<file path="src/rtl/spi_reg_bridge.sv">
// SPI byte-stream to register-bus bridge: command byte {rw, addr[6:0]} followed by a data burst.
// Optional macro SPI_REG_BRIDGE_AUTOINC_EN: reg_addr advances through a burst instead of holding.
module spi_reg_bridge #(
  parameter int unsigned ADDR_WIDTH  = 7,
  parameter logic [7:0]  STATUS_BYTE = 8'hA5
) (
  input  logic                  clk,
  input  logic                  rst,
  input  logic                  ena,
  input  logic                  spi_ss,
  input  logic                  rx_valid,
  input  logic [7:0]            rx_byte,
  output logic [7:0]            tx_byte,
  output logic [ADDR_WIDTH-1:0] reg_addr,
  output logic [7:0]            reg_wdata,
  output logic                  reg_wr,
  output logic                  reg_rd,
  input  logic [7:0]            reg_rdata,
  output logic                  busy,
  output logic                  frame_err
);

  typedef enum logic [1:0] {IDLE, CMD, WR_DATA, RD_DATA} state_e;

`ifdef SPI_REG_BRIDGE_AUTOINC_EN
  localparam bit AutoInc = 1'b1;
`else
  localparam bit AutoInc = 1'b0;
`endif

  state_e                state_q, state_d;
  logic [ADDR_WIDTH-1:0] addr_q, addr_d;
  logic [7:0]            wdata_q, wdata_d;
  logic [7:0]            tx_q, tx_d;
  logic                  wr_q, wr_d;
  logic                  rd_q, rd_d;
  logic                  cap_q, cap_d;   // reg_rdata is valid this cycle; load it into tx
  logic                  got_q, got_d;   // at least one data byte accepted in this write frame
  logic                  err_q, err_d;

  // NOTE: sequential state uses non-blocking assignments only; all next-state math lives in always_comb.
  always_ff @(posedge clk) begin
    if (rst) begin
      state_q <= IDLE;
      addr_q  <= '0;
      wdata_q <= '0;
      tx_q    <= STATUS_BYTE;
      wr_q    <= 1'b0;
      rd_q    <= 1'b0;
      cap_q   <= 1'b0;
      got_q   <= 1'b0;
      err_q   <= 1'b0;
    end else if (ena) begin
      state_q <= state_d;
      addr_q  <= addr_d;
      wdata_q <= wdata_d;
      tx_q    <= tx_d;
      wr_q    <= wr_d;
      rd_q    <= rd_d;
      cap_q   <= cap_d;
      got_q   <= got_d;
      err_q   <= err_d;
    end
  end

  always_comb begin
    state_d = state_q;
    if (spi_ss) begin
      state_d = IDLE;
    end else begin
      case (state_q)
        IDLE:    state_d = CMD;
        CMD:     if (rx_valid) state_d = rx_byte[7] ? WR_DATA : RD_DATA;
        default: state_d = state_q;
      endcase
    end
  end

  // NOTE: every signal assigned here gets a default first so no latch is inferred.
  always_comb begin
    addr_d  = addr_q;
    wdata_d = wdata_q;
    tx_d    = tx_q;
    wr_d    = 1'b0;
    rd_d    = 1'b0;
    cap_d   = rd_q & ~spi_ss;
    got_d   = got_q;
    err_d   = 1'b0;

    if (wr_q && AutoInc) addr_d = addr_q + ADDR_WIDTH'(1);
    if (cap_q) tx_d = reg_rdata;

    if (spi_ss) begin
      // Deselect drops anything not yet issued, including a pending tx reload.
      tx_d  = STATUS_BYTE;
      cap_d = 1'b0;
      got_d = 1'b0;
      err_d = (state_q == WR_DATA) && !got_q;
    end else begin
      case (state_q)
        IDLE: begin
          tx_d  = STATUS_BYTE;
          got_d = 1'b0;
        end
        CMD: if (rx_valid) begin
          addr_d = rx_byte[ADDR_WIDTH-1:0];
          rd_d   = ~rx_byte[7];
        end
        WR_DATA: if (rx_valid) begin
          wdata_d = rx_byte;
          wr_d    = 1'b1;
          got_d   = 1'b1;
        end
        RD_DATA: if (rx_valid) begin
          rd_d = 1'b1;
          if (AutoInc) addr_d = addr_q + ADDR_WIDTH'(1);
        end
        default: ;
      endcase
    end
  end

  always_comb begin
    busy      = (state_q != IDLE);
    tx_byte   = tx_q;
    reg_addr  = addr_q;
    reg_wdata = wdata_q;
    reg_wr    = wr_q & ena;
    reg_rd    = rd_q & ena;
    frame_err = err_q & ena;
  end

endmodule

</file>
<file path="config.mk">
export PLATFORM = sky130hd
export DESIGN_NAME = spi_reg_bridge
export DESIGN_NICKNAME = d
export VERILOG_FILES = /design/src/rtl/spi_reg_bridge.sv
export SDC_FILE = /design/constraint.sdc
export NUM_CORES = 1
export LEC_CHECK = 0
export ABC_AREA = 1
export CAP_MARGIN = 20
export CORE_MARGIN = 3
export CORE_UTILIZATION = 40
export DETAILED_ROUTE_END_ITERATION = 8
export PLACE_DENSITY = 0.75
export SLEW_MARGIN = 15
export SYNTH_ARGS = -nofsm -noshare
export SYNTH_HDL_FRONTEND = slang
export SYNTH_SLANG_ARGS = --single-unit
</file>
<file path="constraint.sdc">
create_clock -name clk -period 1.1 [get_ports clk]
set_clock_uncertainty 0.05 [all_clocks]
set_input_delay 0.165 -clock clk [delete_from_list [all_inputs] [get_ports clk]]
set_output_delay 0.165 -clock clk [all_outputs]
set_load 0.1 [all_outputs]
</file>
Word level (Yosys, flattened, before mapping)
Index checks and enable logic that the tools add are counted.
{"block": "op_classes", "eq_ne": 5, "n_mux": 18, "bitwise": 6, "n_reduce_logical": 12}
{"operator": "8-bit two-way mux", "n": 3}
{"operator": "1-bit two-way mux", "n": 10}
{"operator": "3-bit nonzero test", "n": 3}
{"operator": "4-bit AND reduction", "n": 2}
{"operator": "3-bit != test (second input constant)", "n": 2}
{"operator": "3-bit AND reduction", "n": 2}
{"operator": "1-bit bitwise AND", "n": 4}
{"operator": "2-bit equality test (second input constant)", "n": 2}
{"operator": "2-bit two-way mux", "n": 2}
{"operator": "1-bit case mux with 2 select lines", "n": 2}
{"operator": "2-bit case mux with 2 select lines", "n": 1}
{"operator": "2-bit by 1-bit equality test with 1-bit output (second input constant)", "n": 1}
{"operator": "2-bit logical NOT", "n": 1}
{"operator": "1-bit NOT", "n": 2}
{"operator": "2-bit AND reduction", "n": 1}
{"operator": "2-bit nonzero test", "n": 1}
{"operator": "1-bit logical AND", "n": 1}
{"operator": "1-bit logical NOT", "n": 1}
{"block": "totals", "regBits": 30, "in_bits": 21, "output_inout_bits": 27, "word_cells": 50}

Depth between registers and ports, before layout
Gate-level depths: netlist (run 1).
{"block": "depth", "ltp_word": 4, "mapped_depth": 9, "depth_no_buf": 7}

Worst setup path after synthesis (run 1)
OpenSTA, ideal clock, no wires.
{"block": "synth_path", "path_kind": "register -> register", "startpoint": "register state_q[0]", "endpoint": "register tx_q[0], in the netlist tx_byte[0]", "setup_ns": 0.123, "arrival_time_ns": 1.216, "required_ns": 0.927, "slack_ns": -0.290, "path_stages_with_launch": 9, "path_buffers": 2, "period_less_slack_ns": 1.390, "path_cell_list": "dfxtp_1 buf_6 inv_1 nand2_4 nand2_4 nand2_2 buf_6 nand2_1 nand3_1"}
{"block": "synth_via", "elab_chain_len": 3, "elab_cells_between_ends": 5, "cone_classes": "mux: 2; reduce/logical: 3"}
{"element": "from (decl)", "line": "31", "text": "state_e state_q, state_d;"}
{"element": "from (signal assigned)", "line": "54", "text": "state_q <= state_d;"}
{"element": "2-bit logical NOT *", "line": "100", "text": "case (state_q)"}
{"element": "3-bit nonzero test (no line) / 8-bit two-way mux (equally long branches)"}
{"element": "2-bit AND reduction (no line) / 8-bit two-way mux (equally long branches)"}
{"element": "to (signal assigned)", "line": "57", "text": "tx_q <= tx_d;"}
{"element": "to (decl)", "line": "34", "text": "logic [7:0] tx_q, tx_d;"}
Every way passes the cells marked *; elsewhere a longest branch is shown, timed or not.
A chain may end at the register's enable or synchronous reset.

Final worst setup path (run 1)
{"block": "layout_path", "startpoint": "register state_q[1]", "endpoint": "register tx_q[5], in the netlist tx_byte[5]"}
The elaborated chain is that of the path after synthesis.

==> results.md, run 1 <==
* Relative contribution of combinational cells to total power at 0.372
* Deepest level of the CTS H-tree at 2
* Count of buffers from port buffering at 47
* Count of distinct cell types in the synthesized netlist at 18
* Clock edge transition at the registers on the reported setup and hold paths at ~100 ps
* Largest cells by area after synthesis: sky130_fd_sc_hd__dfxtp_1 44%, sky130_fd_sc_hd__nor2_1 14%, sky130_fd_sc_hd__nand2_1 13%
* Mean instance size in the synthesized netlist at 6.60 um2
* Required time of the worst setup path at between 1000 and 1500 ps
* Seq/Total Area, Yosys at 0.442
* Power density cells at between 1000 and 1500 mW/mm2
* Count of hold-fix buffers inserted at cts at 0
* Vias in the first global route at 1,505
* Die outline area at about 0.0041 mm2
* CTS tree: built
* Fraction of post-synthesis cell area in the top cell type by area at 0.442
* Violations in the final reports: setup timing
* Kind of end point of the critical path: register
* Async SR Flop Fraction at 0
* Number of design-rule violations left by the first detailed-router iteration at 135
* Peak clock frequency supported by timing at approximately 780 MHz
* Maximum number of buffers from clock root to sink at 2
* Share of power burned in the clock network at 0.210
* Critical Path End: tx_byte[5]
* Global-route wire length before repair at approximately 6700 um
* Largest stage delay on the critical path at ~350 ps
* Vias per Instance at just over 5
* Die outline height at around 64 um
* Number of cell rows at 20
* Final-report setup violation count at 33
* Post-Synthesis Cell Area at between 0.001 and 0.0015 mm2
* Largest net degree at the start of global routing at 17
* Fraction of layout cells with a size suffix above 1 at 0.469
* Crit path kind: register to register
* Cell with the most instances after synthesis: sky130_fd_sc_hd__nor2_1
* Cell at the root of the clock tree: sky130_fd_sc_hd__clkbuf_4
* Total DRC errors in the routed layout at 0
* Reg power frac at 0.418
* Antenna cell count at 0
* Post-placement cell count at approximately 310
* Switching part of the total power at 0.365
* Post-route cell area at 0.00270 mm2
* Shortest period the worst path allows at between 1000 and 1500 ps
* CP top delay family: simple AND/OR/NAND/NOR gates
* Yosys reg bits at 30
* Count of buffer and inverter cells on the critical path at 3
* End-of-flow core utilization at 0.855
* Total Routing Usage GR at 0.211
* Number of detailed-routing iterations run before antenna repair at 5
* Routed length per placed instance at ~16 um
* Slowest stage cell on the critical path: sky130_fd_sc_hd__dfxtp_2
* Final nets at 307
* Final weighted congestion of routability-driven global placement at 0.868
* IO Pins at 48
* Number of enable-type register cells in the synthesized netlist at 0
* YS warnings at 0
* Worst-case vdd ir drop at 0.000752 V
* Endpoint of the worst-slack reg-to-reg timing path: tx_byte[5]
* Overall via count from detail_route at ~1,700
* Clock Sinks at 30
* CP Cell Sequence: inv_4, nand2_8, buf_4, buf_8, nand2_8, nand2_8, nand2_1, nand3_1
* Startpoint of the worst-slack reg-to-reg timing path: state_q[1]
* Final worst-path cycle share at 1.17
* Remaining number of nets flagged by the antenna check after routing at 0
* Final Worst Setup Slack at -190 ps
* Post-synthesis to final-layout area growth at 98.3%
* Count of non-filler cells in the finished layout at 330
* Total routed wirelength at about 5200 um
* Switching power total at 1.03 mW
* Starting utilization of the core area at 0.431
* Class of the tightest hold or removal check: register to register
* Cell with the most instances on the worst path: sky130_fd_sc_hd__nand2_8
* Width of the die at ~64 um
* Leading cell types by count after synthesis: 51 x sky130_fd_sc_hd__nor2_1, 46 x sky130_fd_sc_hd__nand2_1, 30 x sky130_fd_sc_hd__dfxtp_1
* Core area at 0.00315 mm2
* Synthesized instance count at 206
* Max-cap violation count at 0
* Number of buffers created by CTS at 5
* Data arrival time at the worst-slack endpoint at roughly 1500 ps
* Net count of the mapped netlist at 227
* Initial antenna violation count at 0
* Rel. slew slack at 0.778
* Depth of the most critical reg-to-reg path at 8
* Worst slew pin tran at between 300 and 400 ps
* Cell depth of the worst setup path at 8
* FF-to-FF setup slack at -190 ps
* Dpl hpwl at 2790 um
* Fill cells at approximately 160
* Int Pwr at approximately 1.8 mW
* Leak pwr at 1.18 nW
* Critical Path Start: state_q[1]
* Prevailing post-synth register cell: sky130_fd_sc_hd__dfxtp_1
* Post-layout total power at 2.83 mW
* Category of the worst setup path launch point: register
* Number of pins exceeding their max-slew limit in the final report at 0
* Outcome: complete, but fails checks
* Yosys top cell by area: sky130_fd_sc_hd__dfxtp_1
* Maximum net fanout on the critical path at 6
* Clock latency on the worst-skew pair at around 330 ps
* Number of endpoints with negative hold slack in the final report at 0
* Standard cell area after detailed placement at 0.00235 mm2
* Overflow left after global routing at 0
* Setup repair after global routing missed its margin: true
[per-layer routing]
metal / vias up / routed length, um / GRT usage
li1: 787 / - / -
met1: 773 / 1860 / 0.225
met2: 95 / 2690 / 0.380
met3: 29 / 351 / 0.0562
met4: 0 / 268 / 0.106
met5: - / 0 / 0
[worst min-delay path by stage]
stage,start,to,slack [ps],cells after the start
3_5_place_dp,err_q,err_q,410,2
4_1_cts,reg_rdata[1],tx_byte[1],430,5
3_3_place_gp,wr_q,wr_q,400,2
5_1_grt,reg_rdata[4],tx_byte[4],450,5
6_report,cap_q,cap_q,440,2
2_1_floorplan,rst,rd_q,180,1
[registers in the layout, summed over array words and instances (netlist names)]
signal	flops
reg_wdata	8
state_q	2
cap_q	1
err_q	1
tx_byte	8
wr_q	1
reg_addr	7
rd_q	1
got_q	1
[through the flow]
stage               hold slack [ps]  setup TNS [ps]  setup WS (ps)
finish                          440           -4450           -190
global route                    449           -6210           -244
CTS                             433           -2220           -194
detailed placement              406          -10900           -418
global placement                397           -9720           -335
floorplan                       177           -1270           -122
[placed cells by master, fill, tap and decap left out, drive strengths merged, types with 5 or more instances in the layout]
master / count
a21oi: 6
buf: 57
clkbuf: 7
clkdlybuf4s50: 18
clkinvlp: 5
dfxtp: 30
inv: 25
nand2: 50
nand3: 28
nor2: 52
[power groups by stage]
stage / registers (mW) / logic [mW] / clock network (mW)
floorplan: 1.43 / 0.270 / 0
global placement: 1.20 / 0.835 / 0
detailed placement: 1.21 / 0.848 / 0
CTS: 1.18 / 0.911 / 0.608
global route: 1.19 / 1.09 / 0.662
finish: 1.18 / 1.05 / 0.592
[final cells by class]
cell class	instances	area [um2]	area share
sequential	30	643	0.239
timing repair inverter	1	5.00	0.00186
multi-input combinational	141	811	0.301
tap	44	55.1	0.0204
timing repair buffer	77	998	0.370
inverter	30	138	0.0511
clock buffer	7	45.0	0.0167
[logic make-up (layout without fill, tap and decap cells)]
family          count (synthesis)  after routing  synth area share
simple gates                  133            134             0.419
compound gates                  7              7            0.0258
buf+inv                        36            115             0.113
flops                          30             30             0.442
[worst register-to-register path, cell delays in order (launching register included)]
cell and delay (ps):
sky130_fd_sc_hd__dfxtp_2 350, sky130_fd_sc_hd__inv_4 90, sky130_fd_sc_hd__nand2_8 50, sky130_fd_sc_hd__buf_4 130, sky130_fd_sc_hd__buf_8 130, sky130_fd_sc_hd__nand2_8 120, sky130_fd_sc_hd__nand2_8 90, sky130_fd_sc_hd__nand2_1 100
sky130_fd_sc_hd__nand3_1 90
[what timing repair did]
action	in CTS	in global routing
buffers inserted	6	3
resized for setup	29	31
endpoints found under the hold margin	0	0
endpoints found under the setup margin	31	47
gates cloned	0	2
pin swaps	3	6
Note: power is estimated with default switching activity, not from simulation.
==> run 2: changes to the inputs <==
--- a/config.mk
+++ b/config.mk
@@ -6,11 +6,12 @@
 export NUM_CORES = 1
 export LEC_CHECK = 0
 export ABC_AREA = 1
+export ABC_CLOCK_PERIOD_IN_PS = 1100
 export CAP_MARGIN = 20
 export CORE_MARGIN = 3
 export CORE_UTILIZATION = 40
 export DETAILED_ROUTE_END_ITERATION = 8
-export PLACE_DENSITY = 0.75
+export PLACE_DENSITY = 0.81
 export SLEW_MARGIN = 15
 export SYNTH_ARGS = -nofsm -noshare
 export SYNTH_HDL_FRONTEND = slang
==> results.md, run 2 (same netlist as run 1, synthesis figures left out) <==
* Worst slew pin tran at between 200 and 300 ps
* Number of pins exceeding their max-slew limit in the final report at 0
* Total routed wirelength at a little over 6000 um
* Global-route wire length before repair at 7510 um
* Reg power frac at 0.392
* Routed length per placed instance at about 18 um
* Outcome: complete, but fails checks
* Maximum number of buffers from clock root to sink at 2
* Die outline area at just over 0.004 mm2
* Rel. slew slack at 0.803
* Setup total negative slack at -5710 ps
* Maximum net fanout on the critical path at 7
* Category of the worst setup path launch point: register
* Number of endpoints with negative hold slack in the final report at 0
* Clock Sinks at 30
* Number of buffers created by CTS at 5
* Overflow left after global routing at 0
* Violations in the final reports: setup timing
* Final worst-path cycle share at 1.25
* Total Routing Usage GR at 0.238
* Standard cell area after detailed placement at between 0.002 and 0.0025 mm2
* Vias in the first global route at 1,621
* Peak clock frequency supported by timing at 729 MHz
* Count of buffer and inverter cells on the critical path at 2
* Post-placement cell count at approximately 300
* IO Pins at 48
* Clock edge transition at the registers on the reported setup and hold paths at around 100 ps
* Antenna cell count at 0
* Relative contribution of combinational cells to total power at 0.367
* Remaining number of nets flagged by the antenna check after routing at 0
* Deepest level of the CTS H-tree at 2
* Largest stage delay on the critical path at approximately 350 ps
* Cell at the root of the clock tree: sky130_fd_sc_hd__clkbuf_4
* CP Cell Sequence: inv_4, buf_4, nand2_4, nor2_4, nand3_1, nand2_1, nor2_1
* Final Worst Setup Slack at -272 ps
* CTS tree: built
* Worst-case vdd ir drop at 0.00108 V
* Switching power total at approximately 1.1 mW
* CP top delay family: simple AND/OR/NAND/NOR gates
* Number of cell rows at 20
* Share of power burned in the clock network at 0.240
* Most common cell after layout, fill and taps aside: sky130_fd_sc_hd__nor2_1
* Count of non-filler cells in the finished layout at 330
* Worst hold slack after final layout at 429 ps
* Clock latency on the worst-skew pair at between 300 and 400 ps
* Slowest stage cell on the critical path: sky130_fd_sc_hd__dfxtp_2
* Switching part of the total power at 0.375
* Core area at 0.00315 mm2
* Post-synthesis to final-layout area growth at 104%
* Die outline height at 64.3 um
* Count of hold-fix buffers inserted at cts at 0
* Largest net degree at the start of global routing at 17
* Setup repair after global routing missed its margin: true
* Initial antenna violation count at 0
* Shortest period the worst path allows at ~1400 ps
* Leak pwr at about 1.2 nW
* Required time of the worst setup path at ~1300 ps
* Data arrival time at the worst-slack endpoint at around 1600 ps
* Kind of end point of the critical path: register
* End-of-flow core utilization at 0.881
* Count of buffers from port buffering at between 40 and 50
* Final-report setup violation count at 49
* Class of the tightest hold or removal check: register to register
* Total DRC errors in the routed layout at 0
* Max-cap violation count at 0
* Commonest non-fill, non-tap cells in the layout: 44 x sky130_fd_sc_hd__nor2_1, 29 x sky130_fd_sc_hd__buf_12, 26 x sky130_fd_sc_hd__nand2_1
* Vias per Instance at ~5.4
* Final weighted congestion of routability-driven global placement at roughly 0.85
* Number of detailed-routing iterations run before antenna repair at 4
* Overall via count from detail_route at roughly 1,800
* Int Pwr at around 1.9 mW
* Final nets at a little over 300
* Power density cells at around 1100 mW/mm2
* Dpl hpwl at about 2800 um
* Pre-CTS WS at -385 ps
* Starting utilization of the core area at 0.431
* Number of design-rule violations left by the first detailed-router iteration at 92
* Post-route cell area at between 0.002 and 0.003 mm2
* Width of the die at approximately 64 um
* Crit path kind: register to register
* Fraction of layout cells with a size suffix above 1 at 0.500
* Post-layout total power at ~3.0 mW
[run 2: timing repair]
action | 4_1_cts | 5_1_grt
endpoints found under the setup margin | 29 | 55
setup buffers | 8 | 5
pin swaps | 5 | 8
gates resized for setup | 28 | 45
cloned | 1 | 0
[run 2: per-layer routing]
layer,up-vias,wire length [um],track usage
met5,-,0,0
met4,0,340,0.119
met3,43,523,0.0773
met2,125,3120,0.416
met1,838,2050,0.255
li1,790,-,-
[run 2: path summary, 6_finish.rpt]
| kind | startpoint | endpoint | slack [ps] | cells past startpoint |
|---|---|---|---|---|
| min | err_q | err_q | 430 | 2 |
| max | state_q[1] | reg_addr[5] | -270 | 7 |
| min reg2reg | err_q | err_q | 430 | 2 |
| max reg2reg | state_q[1] | reg_addr[5] | -270 | 7 |
[run 2: power groups by stage]
stage          combinational, mW  sequential (mW)  clock [mW]
2_1_floorplan              0.270             1.43           0
3_3_place_gp               0.836             1.20           0
3_5_place_dp               0.851             1.21           0
4_1_cts                    0.944             1.18       0.693
5_1_grt                     1.15             1.19       0.767
6_report                    1.11             1.18       0.724
[run 2: worst min-delay path: cells and delay by family, from the launching register on]
kind | cells | cell delay (ps)
simple gates | 1 | 60
compound gates | 1 | 60
flops | 1 | 330
[run 2: layout make-up]
cell class,instances,area [um2]
clock buffer,7,55.1
clock inverter,1,5.00
fill,129,375
inverter,30,136
multi-input combinational,141,855
sequential,30,648
tap,44,55.1
timing repair buffer,77,1020
